File: src/rtl/debug_pkg.sv
// Shared constants, request codes and state encodings for the debug readout path.
// Also holds the request-code decoder used by the sequencer.
package debug_pkg;

    localparam int unsigned NB_FRAME = 32;
    localparam int unsigned NB_LATCH = 96;
    localparam int unsigned N_GROUPS = 8;

    localparam logic [5:0] REQ_NONE        = 6'h3F;
    localparam logic [5:0] REQ_DMEM        = 6'h20;
    localparam logic [5:0] REQ_IMEM        = 6'h21;
    localparam logic [5:0] REQ_PC          = 6'h22;
    localparam logic [5:0] REQ_LATCH_FIRST = 6'h24;
    localparam logic [5:0] REQ_LATCH_LAST  = 6'h2B;

    typedef enum logic [2:0] {
        StIdle,
        StGrant,
        StIssue,
        StXfer,
        StEod
    } state_t;

    typedef enum logic [2:0] {
        KindNone,
        KindRf,
        KindDmem,
        KindImem,
        KindPc,
        KindLatch
    } req_kind_t;

    // Codes 0rrrrr address the register file; everything not listed is ignored.
    function automatic req_kind_t decode_request(input logic [5:0] code);
        if (!code[5]) begin
            return KindRf;
        end else if (code == REQ_DMEM) begin
            return KindDmem;
        end else if (code == REQ_IMEM) begin
            return KindImem;
        end else if (code == REQ_PC) begin
            return KindPc;
        end else if (code >= REQ_LATCH_FIRST && code <= REQ_LATCH_LAST) begin
            return KindLatch;
        end
        return KindNone;
    endfunction

endpackage

File: src/rtl/debug_latch_word_mux.sv
// Selects one NB_FRAME word out of the flat latch-group bus.
// Word 0 is the most significant word of the selected group.
module debug_latch_word_mux
    import debug_pkg::*;
#(
    parameter int unsigned NB_FRAME = debug_pkg::NB_FRAME,
    parameter int unsigned NB_LATCH = debug_pkg::NB_LATCH
) (
    input  logic [N_GROUPS*NB_LATCH-1:0] latch_data,
    input  logic [2:0]                   group,
    input  logic [1:0]                   word_idx,
    output logic [NB_FRAME-1:0]          word
);

    localparam int unsigned WORDS_PER_GROUP = NB_LATCH / NB_FRAME;

    logic [NB_LATCH-1:0] group_bits;

    always_comb begin
        group_bits = '0;
        for (int g = 0; g < int'(N_GROUPS); g++) begin
            if (group == 3'(g)) begin
                group_bits = latch_data[g*NB_LATCH +: NB_LATCH];
            end
        end
    end

    always_comb begin
        word = '0;
        for (int k = 0; k < int'(WORDS_PER_GROUP); k++) begin
            if (word_idx == 2'(k)) begin
                word = group_bits[NB_LATCH-1-k*NB_FRAME -: NB_FRAME];
            end
        end
    end

endmodule

File: src/rtl/debug_readout_sequencer.sv
// Serialises debug readouts (registers, memory, PC, latch groups) into frames,
// borrowing the register-file/memory ports by stalling the pipeline when needed.
module debug_readout_sequencer
    import debug_pkg::*;
#(
    parameter int unsigned NB_FRAME    = debug_pkg::NB_FRAME,
    parameter int unsigned NB_LATCH    = debug_pkg::NB_LATCH,
    parameter int unsigned NB_MEM_ADDR = 16
) (
    input  logic                     i_clock,
    input  logic                     i_reset,
    input  logic [5:0]               i_request_select,
    input  logic [NB_MEM_ADDR-1:0]   i_mem_addr,
    input  logic                     i_pipe_idle,
    input  logic [NB_FRAME-1:0]      i_pc,
    input  logic [8*NB_LATCH-1:0]    i_latch_data,
    input  logic [NB_FRAME-1:0]      i_rf_data,
    input  logic [NB_FRAME-1:0]      i_mem_data,
    output logic [4:0]               o_rf_addr,
    output logic                     o_rf_re,
    output logic [NB_MEM_ADDR-1:0]   o_mem_addr,
    output logic                     o_mem_space,
    output logic                     o_mem_re,
    output logic                     o_stall,
    output logic [NB_FRAME-1:0]      o_frame,
    output logic                     o_frame_valid,
    output logic                     o_eod,
    output logic                     o_busy
);

    localparam int unsigned WORDS_PER_GROUP = NB_LATCH / NB_FRAME;

    state_t              state;
    req_kind_t           kind;
    req_kind_t           req_kind;
    logic [2:0]          group;
    logic [1:0]          word_idx;
    logic [1:0]          word_count;
    logic [NB_FRAME-1:0] latch_word;

    assign req_kind = decode_request(i_request_select);

    debug_latch_word_mux #(
        .NB_FRAME (NB_FRAME),
        .NB_LATCH (NB_LATCH)
    ) u_latch_word_mux (
        .latch_data (i_latch_data),
        .group      (group),
        .word_idx   (word_idx),
        .word       (latch_word)
    );

    always_ff @(posedge i_clock) begin
        if (i_reset) begin
            state         <= StIdle;
            kind          <= KindNone;
            group         <= '0;
            word_idx      <= '0;
            word_count    <= '0;
            o_rf_addr     <= '0;
            o_rf_re       <= 1'b0;
            o_mem_addr    <= '0;
            o_mem_space   <= 1'b0;
            o_mem_re      <= 1'b0;
            o_stall       <= 1'b0;
            o_frame_valid <= 1'b0;
            o_eod         <= 1'b0;
            o_busy        <= 1'b0;
        end else begin
            o_rf_re       <= 1'b0;
            o_mem_re      <= 1'b0;
            o_frame_valid <= 1'b0;
            o_eod         <= 1'b0;
            unique case (state)
                StIdle: begin
                    if (req_kind != KindNone) begin
                        kind        <= req_kind;
                        group       <= 3'(i_request_select[3:0] - 4'd4);
                        word_idx    <= '0;
                        word_count  <= (req_kind == KindLatch) ? 2'(WORDS_PER_GROUP) : 2'd1;
                        o_rf_addr   <= i_request_select[4:0];
                        o_mem_addr  <= i_mem_addr;
                        o_mem_space <= (req_kind == KindImem);
                        o_busy      <= 1'b1;
                        if (req_kind == KindPc || req_kind == KindLatch) begin
                            state         <= StXfer;
                            o_frame_valid <= 1'b1;
                        end else begin
                            state   <= StGrant;
                            o_stall <= 1'b1;
                        end
                    end
                end
                StGrant: begin
                    if (i_pipe_idle) begin
                        state    <= StIssue;
                        o_rf_re  <= (kind == KindRf);
                        o_mem_re <= (kind != KindRf);
                    end
                end
                StIssue: begin
                    state         <= StXfer;
                    o_frame_valid <= 1'b1;
                end
                StXfer: begin
                    if (word_idx == word_count - 2'd1) begin
                        state    <= StEod;
                        word_idx <= '0;
                        o_eod    <= 1'b1;
                        o_stall  <= 1'b0;
                    end else begin
                        word_idx      <= word_idx + 2'd1;
                        o_frame_valid <= 1'b1;
                    end
                end
                StEod: begin
                    state  <= StIdle;
                    o_busy <= 1'b0;
                end
                default: state <= StIdle;
            endcase
        end
    end

    // Read data arrives combinationally in the XFER cycle, one cycle after the strobe.
    always_comb begin
        o_frame = '0;
        if (state == StXfer) begin
            unique case (kind)
                KindRf:             o_frame = i_rf_data;
                KindDmem, KindImem: o_frame = i_mem_data;
                KindPc:             o_frame = i_pc;
                KindLatch:          o_frame = latch_word;
                default:            o_frame = '0;
            endcase
        end
    end

endmodule

File: config.mk
export PLATFORM = sky130hd
export DESIGN_NAME = debug_readout_sequencer
export DESIGN_NICKNAME = d
export VERILOG_FILES = /design/src/rtl/debug_pkg.sv /design/src/rtl/debug_latch_word_mux.sv /design/src/rtl/debug_readout_sequencer.sv
export SDC_FILE = /design/constraint.sdc
export NUM_CORES = 1
export LEC_CHECK = 0
export BUFFER_PORTS_ARGS = -buffer_cell sky130_fd_sc_hd__buf_2
export CORE_AREA = 10 10 358 360
export CTS_CLUSTER_SIZE = 24
export DETAILED_ROUTE_END_ITERATION = 7
export DIE_AREA = 0 0 368 370
export GPL_TIMING_DRIVEN = 0
export PLACE_DENSITY = 0.31
export SLEW_MARGIN = 40
export SYNTH_ARGS = -nofsm -noshare
export SYNTH_HDL_FRONTEND = slang
export SYNTH_SLANG_ARGS = --single-unit
File: constraint.sdc
create_clock -name i_clock -period 4.4 [get_ports i_clock]
set_clock_uncertainty 0.1 [all_clocks]
set_input_delay 0 -clock i_clock [delete_from_list [all_inputs] [get_ports i_clock]]
set_output_delay 0 -clock i_clock [all_outputs]
set_load 0.03 [all_outputs]
Word-level counts from Yosys, hierarchy flattened
Cells that the tools add are included.
W data, S select, Z words.

storage, ports and cells
  register bits = 41
  latch bits = 0
  bits in writable memories = 0
  ROM bits = 0
  bits of input ports = 889
  output and inout port bits = 60
  word-level logic and storage cells = 112
  memories kept = 0

cells by class
  $add $sub $neg = 3
  multiply operators = 0
  div/mod/pow operators = 0
  $lt $le $gt $ge = 2
  equality and inequality tests = 30
  shift operators = 0
  mux-type cells = 44
  bitwise gates (word level) = 3
  reduce and logical (&&, ||, !) cells = 16

operators by type and width
  kind                  count
  $mux W96              8
  $mux W32              4
  $pmux W32 S4          1
  $eq A3 B3 Y1 const B  9
  $mux W3               9
  $eq A3 B2 Y1 const B  7
  $eq A6 B6 Y1 const B  3
  $mux W1               13
  $pmux W3 S4           1
  $eq A3 B1 Y1 const B  3
  $mux W2               4
  $ne A2 B2 Y1 const B  4
  $ge A6 B6 Y1 const B  1
  $le A6 B6 Y1 const B  1
  $logic_not A3 Y1      2
  $reduce_and A2 Y1     3
  $pmux W1 S2           2
  $pmux W2 S2           1
  $reduce_and A4 Y1     1
  $reduce_bool A2 Y1    2
  $reduce_or A2 Y1      2
  $ne A3 B1 Y1 const B  1
  $not A1 Y1            3
  $pmux W1 S3           1
  12 further kinds      12

Depth between registers and ports, before layout
Gate-level depths: netlist (run 1).

  depth after elaboration = 14
  depth in mapped cells = 10

Modules after synthesis
From an unflattened synthesis (run 1), not the netlist that was laid out.

unflattened totals
  cell total of the unflattened synthesis = 1325
  area, all modules = 9830.7 um^2

modules (own cells, without submodules)
  module                   times used  cells each  area each (um^2)  seq. area each (um^2)
  debug_latch_word_mux     1           1013        7272.0            0.0
  debug_readout_sequencer  1           312         2558.7            780.7

Least setup slack after synthesis (run 1)
Ideal clock, no wire load.

  kind = flip-flop to output port
  from = register word_idx[0]
  to = output port o_frame[18]
  arrival time = 2.326 ns
  path slack = 1.974 ns
  cell stages (with the launch flop) = 9
  buffers on the path = 3
  path through = dfxtp_1 inv_1 ha_1 buf_2 nand2b_1 clkbuf_1 clkbuf_1 a211oi_1 o31ai_1

between the ends
  longest elaborated chain between the ends = 6
  elaborated cells between the ends (all ways) = 8
  those cells by class = eq/ne (2); mux (5); reduce/logical (1)

ends and longest elaborated chain
  item                    RTL line                        RTL
  from (decl)             debug_readout_sequencer.sv:37   logic [1:0] word_idx;
  from (signal assigned)  debug_readout_sequencer.sv:112  word_idx <= word_idx + 2'd1;
  $logic_not A2 Y1        debug_latch_word_mux.sv:31      if (word_idx == 2'(k)) begin
  $mux W32 (2 in series)  debug_latch_word_mux.sv:31
  $mux W32 *              debug_latch_word_mux.sv:31
  $pmux W32 S4 *          debug_readout_sequencer.sv:129  unique case (kind)
  $mux W32 *              debug_readout_sequencer.sv:128  if (state == StXfer) begin
  to (decl)               debug_readout_sequencer.sv:25   output logic [NB_FRAME-1:0] o_frame,

Every way passes the cells marked *; elsewhere a longest branch is shown, timed or not.

==> results of run 1 <==
==> logic make-up after synthesis <==
group           count (synthesis)  share of synthesized area (%)
xor+xnor                        1                         0.0878
flops                          39                           7.83
mux                           245                           26.9
compound gates                559                           38.8
buf+inv                       184                           10.3
fa+ha+maj                       3                          0.376
simple gates                  341                           15.7
==> routing by layer <==
layer	track usage, %	vias up	wire length [microns]
met3	5.49	259	11000
met4	3.24	108	2710
met1	26.9	8120	66400
li1	-	7347	-
met2	38.3	877	77500
met5	0	-	692
==> how the worst max path moves through the flow <==
stage / cells past startpoint / to
floorplan: 8 / o_frame[18]
global placement: 8 / o_frame[26]
detailed placement: 9 / o_frame[31]
CTS: 8 / o_frame[28]
global route: 9 / o_frame[9]
finish: 9 / o_frame[9]
==> synth_stat cells, drive strengths merged (11+ instances only) <==
master	number
inv	20
nor3	12
o22ai	41
o2bb2ai	24
o22a	13
dfxtp	39
clkbuf	56
nor2	57
and3	15
a211oi	37
o221ai	44
a22oi	65
nand2	175
nand3	11
a32oi	16
mux2i	175
mux4	12
o31ai	21
mux2	58
buf	108
a21oi	80
a31oi	23
nor2b	18
a221oi	23
o21ai	118
==> state kept, by name, indices dropped and copies added, names as in the netlist, 2 cells and up <==
name	count
state	3
word_idx	2
word_count	2
kind	3
o_mem_addr	16
o_rf_addr	5
==> where the power goes <==
part | internal (uW) | switching [uW] | total (uW)
sequential | 384 | 17.8 | 402
clock | 283 | 183 | 466
combinational | 914 | 1680 | 2600
total | 1580 | 1880 | 3460
==> metrics by stage <==
step / utilization [%] / power (uW)
6_report: 14.4 / 3460
5_1_grt: 14.4 / 3650
4_1_cts: 14.3 / 3550
3_5_place_dp: 14.0 / 3040
3_3_place_gp: 13.8 / 3000
2_1_floorplan: - / 1500
==> tightest hold or removal path, stage by stage <==
cell	delay (ns)
sky130_fd_sc_hd__buf_2	0.10
sky130_fd_sc_hd__inv_1	0.05
sky130_fd_sc_hd__o21ai_0	0.17
sky130_fd_sc_hd__a21oi_1	0.07
==> layout make-up <==
cell class                      instances  area [sq um]
Clock inverter                          2          35.0
Sequential cell                        39           781
Clock buffer                            6           139
Fill cell                           14300        104000
Tap cell                             1625          2030
Antenna cell                           31          77.6
Inverter                               20          75.1
Buffer                                164           990
Timing Repair Buffer                  977          5110
Multi-Input combinational cell       1149          8220
==> run summary, run 1 <==
run status: finished clean
cell leakage power: 0.00735 uW
combined area of all synthesized cells: 9980 sq um
placed cell count: 3,952
worst hold path depth: 4
Die Area: 136,000 sq um
placement row count: 128
maximum single-stage delay on the critical path: 0.69 ns
Clock Tree Buf Depth: 2
setup repair after global routing missed its margin: no
worst hold-check path type: in -> reg
routed via count divided by cell count: 4.16
clock period minus final worst setup slack: 4.12 ns
Hold WS: 0.0221 ns
number of H-tree branching levels: 2
average wire per cell in the routed design: 39.4 microns
depth of the worst register-to-register path: 7
async set or reset register ratio after synthesis: 0%
number of nets with antenna violations after detailed routing: 0
post-layout instance area: 17,500 sq um
via count of the first global-routing pass: 17,300
endpoint class of the critical path: output port
clk sink count: 39
Finish-stage setup viols: 0
number of library cell types mapped by synthesis: 62
detailed placer's ending HPWL: 140,000 microns
Setup Total Neg Slack: 0 ns
count of non-filler cells in the finished layout: 4,013
Crit. Startpoint: o_rf_addr[1]
share of the yosys chip area belonging to registers: 7.83%
cell chain of the critical path: buf_6 > buf_4 > buf_4 > buf_4 > mux2i_2 > o221ai_1 > a311oi_1 > o22ai_1 > buf_2
worst path bufs/invs: 5
reg-to-reg critical path startpoint: o_rf_addr[0]
most common cell type on the critical path: sky130_fd_sc_hd__buf_4
final hold violations: 0
Worst setup SP type: flop
post-CTS setup buffer count: 0
cell with the largest stage delay on the worst path: sky130_fd_sc_hd__mux2i_2
number of CTS-inserted buffers: 5
worst setup timing slack at the placement stage: 0.576 ns
total of buffers placed on input and output ports: 947
Post-Syn Area per Cell: 7.27 sq um
max-slew violations: 0
Die Wd: 368 microns
final worst setup slack: 0.283 ns
leading area contributor after synthesis: sky130_fd_sc_hd__mux2i_1
number of hold buffers added after CTS: 22
maximum vdd drop: 0.000182 V
vertical die dimension: 370 microns
initial antenna violation count: 162
core footprint: 121,000 sq um
Largest delay share family, worst path: buffers and inverters
GP Congestion: 0.858
most frequent standard cell in the layout excluding fill and tap cells: sky130_fd_sc_hd__buf_2
post-synthesis to final-layout area growth: 75.0%
register-to-register setup slack: 1.80 ns
critical path data required time: 4.30 ns
maximum number of pins on one net before global-route repair: 13
relative slew slack: 34.0%
number of primary I/O pins: 949
Hold Path Sink: kind[0]
DRT iter0 DRCs: 1,178
number of max-cap violations: 0
ranking of synthesized cells by area: sky130_fd_sc_hd__mux2i_1 18%, sky130_fd_sc_hd__dfxtp_1 7.8%, sky130_fd_sc_hd__nand2_1 6.5%
arrival time at the worst endpoint: 4.02 ns
total DRC errors in the routed layout: 0
number of synthesis warnings: 0
router iterations before antenna repair: 7
first-pass GRT wire length: 193,000 microns
Synth Instances: 1,372
power density over the cells: 198 nW/um^2
Overall Global Routing Usage: 21.7%
net total in the final layout: 3,248
synthesized flop and latch total: 39
FMAX: 243 MHz
cell area after placement: 17,000 sq um
Resized Gates After CTS: 0
share of final-layout standard cells stronger than drive strength 1: 50.4%
Worst Path Max Fanout: 11
number of enable-type register cells in the synthesized netlist: 0
pin slew with the least headroom to its limit: 0.985 ns
most used flip-flop cell after synthesis: sky130_fd_sc_hd__dfxtp_1
Clock Tree Root: sky130_fd_sc_hd__clkbuf_16
Clk Latency, worst-skew pair: 0.31 ns
commonest non-fill, non-tap cells in the layout: 1,002 x sky130_fd_sc_hd__buf_2, 174 x sky130_fd_sc_hd__nand2_1, 173 x sky130_fd_sc_hd__mux2i_1
startpoint-to-endpoint class of the critical path: reg -> out
Synth top area share: 17.6%
worst r2r dst: o_rf_addr[0]
TritonCTS clock tree: done
Hold Crit Start: i_request_select[5]
sum of overflow across all layers after global routing: 0
total routed wirelength: 158,000 microns
Reg clk slew, reported paths: 0.08 ns
number of nets in the synthesized netlist: 2,264
effective utilization at floorplan: 8.24%
vias: 16,700
ratio of final minimum period to clock period: 93.6%
No activity file was read; power rests on OpenSTA's default activity.
==> run 2, diff against run 1 <==
--- a/config.mk
+++ b/config.mk
@@ -5,13 +5,14 @@
 export SDC_FILE = /design/constraint.sdc
 export NUM_CORES = 1
 export LEC_CHECK = 0
+export ABC_AREA = 1
 export BUFFER_PORTS_ARGS = -buffer_cell sky130_fd_sc_hd__buf_2
-export CORE_AREA = 10 10 358 360
+export CORE_AREA = 10 10 363 365
 export CTS_CLUSTER_SIZE = 24
 export DETAILED_ROUTE_END_ITERATION = 7
-export DIE_AREA = 0 0 368 370
+export DIE_AREA = 0 0 373 375
 export GPL_TIMING_DRIVEN = 0
-export PLACE_DENSITY = 0.31
+export PLACE_DENSITY = 0.3
 export SLEW_MARGIN = 40
 export SYNTH_ARGS = -nofsm -noshare
 export SYNTH_HDL_FRONTEND = slang
==> run summary, run 2 <==
reg-to-reg critical path startpoint: kind[0]
length of routed met2 wiring: 67,700 microns (-13%)
sum of met3 wire segment lengths after detailed routing: 10,700 microns (-3.0%)
area occupied by multi-input gates: 6940 sq um (-16%)
register with the most flip-flops: o_mem_addr
async set or reset register ratio after synthesis: 0% (unchanged)
number of max-cap violations: 0 (unchanged)
Worst setup SP type: flop
clk sink count: 39 (unchanged)
top cells by count, synth: 769 x sky130_fd_sc_hd__nand2_1, 264 x sky130_fd_sc_hd__nor2_1, 243 x sky130_fd_sc_hd__a21oi_1, 110 x sky130_fd_sc_hd__inv_1, 95 x sky130_fd_sc_hd__nand3_1
DRT iter0 DRCs: 1,124 (-4.6%)
synthesized flop and latch total: 39 (unchanged)
setup repair after global routing missed its margin: no
final worst setup slack: 0.291 ns (+0.00766 ns)
run status: finished clean
switching power of the nets: 2350 uW (+25%)
share of final-layout standard cells stronger than drive strength 1: 38.2% (-12 points)
Regs by FF count: o_mem_addr (16), o_rf_addr (5)
first-pass GRT wire length: 175,000 microns (-9.2%)
sum of overflow across all layers after global routing: 0 (unchanged)
ranking of synthesized cells by area: sky130_fd_sc_hd__nand2_1 33%, sky130_fd_sc_hd__a21oi_1 14%, sky130_fd_sc_hd__nor2_1 11%
initial antenna violation count: 117 (-28%)
effective utilization at floorplan: 6.97% (-1.3 points)
post-layout instance area: 16,200 sq um (-7.4%)
arrival time at the worst endpoint: 4.01 ns (about the same)
Seq. cell area: 782 sq um (+0.16%)
TritonCTS clock tree: done
endpoint class of the critical path: output port
P_int: 1560 uW (-1.6%)
Post-Syn Area per Cell: 4.68 sq um (-36%)
worst setup timing slack at the placement stage: 0.0249 ns (-0.551 ns)
commonest non-fill, non-tap cells in the layout: 994 x sky130_fd_sc_hd__buf_2, 769 x sky130_fd_sc_hd__nand2_1, 263 x sky130_fd_sc_hd__nor2_1
depth of the worst register-to-register path: 4 (-3)
post-CTS setup buffer count: 0 (unchanged)
Clock Tree Root: sky130_fd_sc_hd__clkbuf_16
startpoint-to-endpoint class of the critical path: reg -> out
Synth top area share: 33.2% (+16 points)
number of synthesis warnings: 0 (unchanged)
Die Wd: 373 microns (+1.4%)
max FFs per register: 16 (unchanged)
FMAX: 243 MHz (+0.19%)
pin slew with the least headroom to its limit: 0.883 ns (-0.102 ns)
cell area after placement: 15,700 sq um (-7.4%)
share of the yosys chip area belonging to registers: 8.98% (+1.2 points)
Worst Path Max Fanout: 10 (-1)
number of H-tree branching levels: 2 (unchanged)
critical path data required time: 4.30 ns (about the same)
final hold violations: 0 (unchanged)
total routed wirelength: 140,000 microns (-11%)
Max Used Layer: met5
leading area contributor after synthesis: sky130_fd_sc_hd__nand2_1
most numerous cell in the Yosys netlist: sky130_fd_sc_hd__nand2_1
Switching Fraction: 60.1% (+5.8 points)
net total in the final layout: 3,734 (+15%)
clock period minus final worst setup slack: 4.11 ns (-0.00766 ns)
number of nets in the synthesized netlist: 2,751 (+22%)
cell leakage power: 0.00853 uW (+16%)
Hold Path Sink: state[1]
relative slew slack: 41.2% (+7.1 points)
Clock Tree Buf Depth: 2 (unchanged)
Setup Total Neg Slack: 0 ns (unchanged)
Reg clk slew, reported paths: 0.06 ns (-0.02 ns)
Clk Latency, worst-skew pair: 0.30 ns (about the same)
maximum number of pins on one net before global-route repair: 15 (+2)
routed metal-1 wirelength: 58,600 microns (-12%)
ratio of final minimum period to clock period: 93.4% (-0.17 points)
most used flip-flop cell after synthesis: sky130_fd_sc_hd__dfxtp_1
routed via count divided by cell count: 3.77 (-9.5%)
number of CTS-inserted buffers: 5 (unchanged)
Finish-stage setup viols: 0 (unchanged)
GP Congestion: 0.872 (+1.7%)
number of primary I/O pins: 949 (unchanged)
post-synthesis to final-layout area growth: 86.0%
Overall Global Routing Usage: 18.9% (-2.9 points)
number of enable-type register cells in the synthesized netlist: 0 (unchanged)
worst hold path depth: 3 (-1)
Hold Crit Start: i_pipe_idle
max-slew violations: 0 (unchanged)
Synth Instances: 1,859 (+35%)
maximum vdd drop: 0.000131 V (-28%)
via count of the first global-routing pass: 17,400 (+0.45%)
register-to-register setup slack: 2.38 ns (+0.58 ns)
number of library cell types mapped by synthesis: 31 (-50%)
most frequent standard cell in the layout excluding fill and tap cells: sky130_fd_sc_hd__buf_2
Die Area: 140,000 sq um (+2.7%)
vias: 17,000 (+1.6%)
total of buffers placed on input and output ports: 948 (+0.11%)
detailed placer's ending HPWL: 127,000 microns (-9.2%)
average wire per cell in the routed design: 31.1 microns (-21%)
Clk network pwr share: 11.6% (-1.8 points)
vertical die dimension: 375 microns (+1.4%)
count of filler cells inserted in the layout: 15,200 (+5.6%)
power density over the cells: 242 nW/um^2 (+22%)
router iterations before antenna repair: 5 (-2)
Hold WS: 0.0851 ns (+0.0630 ns)
core footprint: 125,000 sq um (+3.0%)
total DRC errors in the routed layout: 0 (unchanged)
combinational fraction of design power: 77.2% (+2.2 points)
power share of the sequential group: 11.2% (-0.4 points)
combined area of all synthesized cells: 8690 sq um (-13%)
worst r2r dst: o_mem_re
placement row count: 130 (+1.6%)
worst hold-check path type: in -> reg
number of nets with antenna violations after detailed routing: 0 (unchanged)
## run 2: changes by cell type after synthesis, moves of 56 or more
cell and change:
sky130_fd_sc_hd__a22oi_1 -65, sky130_fd_sc_hd__o21ai_0 -82, sky130_fd_sc_hd__mux2_2 -56, sky130_fd_sc_hd__nor2_1 +208, sky130_fd_sc_hd__mux2i_1 -175, sky130_fd_sc_hd__inv_1 +90, sky130_fd_sc_hd__nand3_1 +85, sky130_fd_sc_hd__nand4_1 +75
sky130_fd_sc_hd__a21oi_1 +163, sky130_fd_sc_hd__nand2_1 +595
## run 2: worst max-delay path by stage
stage / endpoint / slack (ns) / from / cells past startpoint
final: o_frame[9] / 0.29 / o_rf_addr[0] / 12
after global routing: o_frame[17] / 0.01 / o_rf_addr[0] / 15
after CTS: o_frame[9] / 0.02 / o_rf_addr[0] / 13
after detailed placement: o_frame[9] / 0.02 / o_rf_addr[0] / 12
after global placement: o_frame[17] / -0.50 / o_rf_addr[1] / 13
after floorplan: o_frame[10] / 2.16 / o_rf_addr[0] / 11
## run 2: cells by family after synthesis
family | count (synthesis) | share of synthesized area [%]
AO/OA/AOI/OAI | 324 | 20.2
XOR/XNOR | 1 | 0.101
adder cells (fa/ha/maj) | 3 | 0.432
buffers and inverters | 248 | 11.6
flip-flops | 39 | 8.98
AND/OR/NAND/NOR | 1244 | 58.7
## run 2: power by group through the flow
stage,registers [uW],logic [uW],clock network (uW)
floorplan,501,1180,0
global placement,442,3070,0
detailed placement,444,3120,0
CTS,437,3150,487
global route,441,3330,488
finish,436,3020,453
## run 2: worst max-delay path, stage by stage, from the launching register on
cell,delay (ns)
sky130_fd_sc_hd__dfxtp_1,0.33
sky130_fd_sc_hd__buf_2,0.30
sky130_fd_sc_hd__inv_2,0.21
sky130_fd_sc_hd__nor3_4,0.39
sky130_fd_sc_hd__buf_2,0.46
sky130_fd_sc_hd__buf_2,0.54
sky130_fd_sc_hd__nand2_1,0.14
sky130_fd_sc_hd__nand4_1,0.13
sky130_fd_sc_hd__nand2_1,0.06
sky130_fd_sc_hd__nand3_1,0.32
sky130_fd_sc_hd__nand2_1,0.22
sky130_fd_sc_hd__a21oi_1,0.26
sky130_fd_sc_hd__buf_2,0.27
## run 2: area by class of cell
type,count,share of cell area [%]
inverters,121,2.81
plain buffers,126,3.66
clock buffers,5,0.774
clock inverters,3,0.286
well taps,1650,12.8
flip-flops and latches,39,4.84
repair buffers,977,31.7
diodes,12,0.186
multi-input cells,1572,42.9
## run 2: routing by layer
layer | global-route usage (%) | vias up
li1 | - | 7982
met1 | 23.0 | 7895
met2 | 33.4 | 807
met3 | 5.42 | 209
met4 | 2.55 | 80
met5 | 0 | -
## run 2: repair_timing
action	CTS	global route
endpoints found under the hold margin	26	0
gates resized for setup	4	3
hold buffers	22	0
setup endpoints to repair	10	1
## run 2: metrics by stage
stage	cells	power, uW	util (%)
final	4505	3910	13.0
after global routing	4495	4260	12.9
after CTS	4494	4080	12.9
after detailed placement	4464	3570	12.6
after global placement	4457	3520	12.4
after floorplan	1859	1680	-
==> run 3, diff against run 2 <==
--- a/config.mk
+++ b/config.mk
@@ -7,12 +7,14 @@
 export LEC_CHECK = 0
 export ABC_AREA = 1
 export BUFFER_PORTS_ARGS = -buffer_cell sky130_fd_sc_hd__buf_2
+export CAP_MARGIN = 15
 export CORE_AREA = 10 10 363 365
 export CTS_CLUSTER_SIZE = 24
 export DETAILED_ROUTE_END_ITERATION = 7
 export DIE_AREA = 0 0 373 375
 export GPL_TIMING_DRIVEN = 0
 export PLACE_DENSITY = 0.3
+export SKIP_CTS_REPAIR_TIMING = 1
 export SLEW_MARGIN = 40
 export SYNTH_ARGS = -nofsm -noshare
 export SYNTH_HDL_FRONTEND = slang
==> constraint.sdc (replaced) <==
create_clock -name i_clock -period 4.4 [get_ports i_clock]
set_clock_uncertainty 0.1 [all_clocks]
set_input_delay 0.88 -clock i_clock [delete_from_list [all_inputs] [get_ports i_clock]]
set_output_delay 0.88 -clock i_clock [all_outputs]
set_load 0.03 [all_outputs]
==> run summary, run 3 (same netlist as run 2, synthesis figures left out) <==
Overall Global Routing Usage: 18.9% (about the same)
Die Area: 140,000 sq um (unchanged)
worst setup timing slack at the placement stage: -0.855 ns (-0.880 ns)
clk sink count: 39 (unchanged)
worst hold-check path type: reg -> reg
worst r2r dst: o_mem_re
endpoint class of the critical path: output port
reg-to-reg critical path startpoint: kind[0]
core footprint: 125,000 sq um (unchanged)
ratio of final minimum period to clock period: 97.4% (+4.0 points)
Clock Tree Root: sky130_fd_sc_hd__clkbuf_16
Die Wd: 373 microns (unchanged)
vertical die dimension: 375 microns (unchanged)
total DRC errors in the routed layout: 0 (unchanged)
final hold violations: 0 (unchanged)
post-layout instance area: 16,400 sq um (+1.3%)
register-to-register setup slack: 2.34 ns (-0.04 ns)
vias: 17,000 (+0.15%)
commonest non-fill, non-tap cells in the layout: 964 x sky130_fd_sc_hd__buf_2, 763 x sky130_fd_sc_hd__nand2_1, 258 x sky130_fd_sc_hd__nor2_1
critical path data required time: 3.42 ns (-0.88 ns)
total routed wirelength: 140,000 microns (+0.11%)
placement row count: 130 (unchanged)
effective utilization at floorplan: 6.97% (unchanged)
count of filler cells inserted in the layout: 15,100 (-0.079%)
cell leakage power: 0.00862 uW (+0.96%)
register with the most flip-flops: o_mem_addr
number of nets with antenna violations after detailed routing: 0 (unchanged)
power density over the cells: 242 nW/um^2 (+0.26%)
total of buffers placed on input and output ports: 948 (unchanged)
average wire per cell in the routed design: 31.2 microns (+0.20%)
Hold Path Sink: o_stall
maximum vdd drop: 0.000130 V (-1.1%)
run status: finished clean
Reg clk slew, reported paths: 0.07 ns (about the same)
number of primary I/O pins: 949 (unchanged)
routed via count divided by cell count: 3.78 (+0.24%)
clock period minus final worst setup slack: 4.28 ns (+0.175 ns)
number of max-cap violations: 0 (unchanged)
GP Congestion: 0.872 (unchanged)
via count of the first global-routing pass: 17,200 (-0.75%)
share of final-layout standard cells stronger than drive strength 1: 40.3% (+2.1 points)
post-synthesis to final-layout area growth: 88.3%
Seq. cell area: 785 sq um (+0.32%)
Setup Total Neg Slack: 0 ns (unchanged)
worst hold path depth: 2 (-1)
first-pass GRT wire length: 175,000 microns (-0.17%)
most frequent standard cell in the layout excluding fill and tap cells: sky130_fd_sc_hd__buf_2
number of H-tree branching levels: 2 (unchanged)
maximum number of pins on one net before global-route repair: 15 (unchanged)
Clock Tree Buf Depth: 2 (unchanged)
length of routed met2 wiring: 67,600 microns (-0.16%)
detailed placer's ending HPWL: 127,000 microns (unchanged)
depth of the worst register-to-register path: 4 (unchanged)
cell area after placement: 15,700 sq um (unchanged)
final core area utilization: 13.1% (+0.17 points)
Regs by FF count: o_mem_addr (16), o_rf_addr (5)
max FFs per register: 16 (unchanged)
FMAX: 233 MHz (-4.1%)
Hold Crit Start: o_stall
area occupied by multi-input gates: 7040 sq um (+1.4%)
setup repair after global routing missed its margin: yes
sum of met3 wire segment lengths after detailed routing: 11,300 microns (+5.4%)
Worst setup SP type: flop
arrival time at the worst endpoint: 3.30 ns (-0.71 ns)
sum of overflow across all layers after global routing: 0 (unchanged)
DRT iter0 DRCs: 1,150 (+2.3%)
relative slew slack: 43.7% (+2.5 points)
net total in the final layout: 3,724 (-0.27%)
Clk Latency, worst-skew pair: 0.30 ns (about the same)
pin slew with the least headroom to its limit: 0.845 ns (-0.0379 ns)
number of CTS-inserted buffers: 5 (unchanged)
startpoint-to-endpoint class of the critical path: reg -> out
routed metal-1 wirelength: 58,200 microns (-0.68%)
Finish-stage setup viols: 0 (unchanged)
max-slew violations: 0 (unchanged)
TritonCTS clock tree: done
Max Used Layer: met5
final worst setup slack: 0.116 ns (-0.175 ns)
initial antenna violation count: 115 (-1.7%)
router iterations before antenna repair: 5 (unchanged)
Worst Path Max Fanout: 10 (unchanged)
run 3: changes by cell type in the layout (fill, tap and decap cells not counted), sizes merged:
cell	delta
buf	-4
clkbuf	+16
clkinv	-1
clkinvlp	+2
diode	+6
dlygate4sd3	-22
inv	-1
run 3: worst max path at each step:
stage,endpoint,cells after the start,startpoint
global route,o_frame[23],15,group[2]
floorplan,o_frame[10],11,o_rf_addr[0]
finish,o_frame[7],14,group[2]
CTS,o_frame[9],12,o_rf_addr[0]
detailed placement,o_frame[9],12,o_rf_addr[0]
global placement,o_frame[17],13,o_rf_addr[1]
run 3: cell type report:
type	count	area share (%)
Clock buffer	5	0.764
Inverter	121	2.84
Buffer	126	4.81
Timing Repair Buffer	967	30.7
Multi-Input combinational cell	1572	43.0
Sequential cell	39	4.79
Clock inverter	3	0.283
Tap cell	1650	12.6
Antenna cell	18	0.275
run 3: power breakdown:
| part | internal (uW) | leakage [uW] | total, uW | switching (uW) |
|---|---|---|---|---|
| clock | 270 | 0.0000805 | 453 | 183 |
| combinational | 927 | 0.00821 | 3070 | 2150 |
| sequential | 402 | 0.000322 | 438 | 36.4 |
| total | 1600 | 0.00862 | 3970 | 2370 |
run 3: metal layers:
layer | up-vias | track usage, %
li1 | 7979 | -
met1 | 7903 | 22.9
met5 | - | 0
met2 | 833 | 33.4
met3 | 208 | 5.44
met4 | 76 | 2.53
run 3: metrics by stage:
| step | hold slack [ns] | cells | power (uW) |
|---|---|---|---|
| finish | 0.366 | 4501 | 3970 |
| global route | 0.405 | 4485 | 4320 |
| CTS | 0.365 | 4472 | 4060 |
| detailed placement | 0.354 | 4464 | 3570 |
| global placement | 0.349 | 4457 | 3520 |
| floorplan | 0.352 | 1859 | 1680 |
run 3: worst max-delay path: stages, from the launching register on:
cell and delay (ns):
sky130_fd_sc_hd__dfxtp_1 0.34, sky130_fd_sc_hd__buf_6 0.21, sky130_fd_sc_hd__inv_2 0.18, sky130_fd_sc_hd__nor3_4 0.19, sky130_fd_sc_hd__buf_12 0.15, sky130_fd_sc_hd__inv_2 0.04
sky130_fd_sc_hd__clkbuf_2 0.25, sky130_fd_sc_hd__buf_4 0.27, sky130_fd_sc_hd__o21ai_0 0.38, sky130_fd_sc_hd__nand3_1 0.24, sky130_fd_sc_hd__nand2_1 0.11, sky130_fd_sc_hd__inv_1 0.04
sky130_fd_sc_hd__nand2_1 0.26, sky130_fd_sc_hd__a21oi_1 0.11, sky130_fd_sc_hd__buf_2 0.20
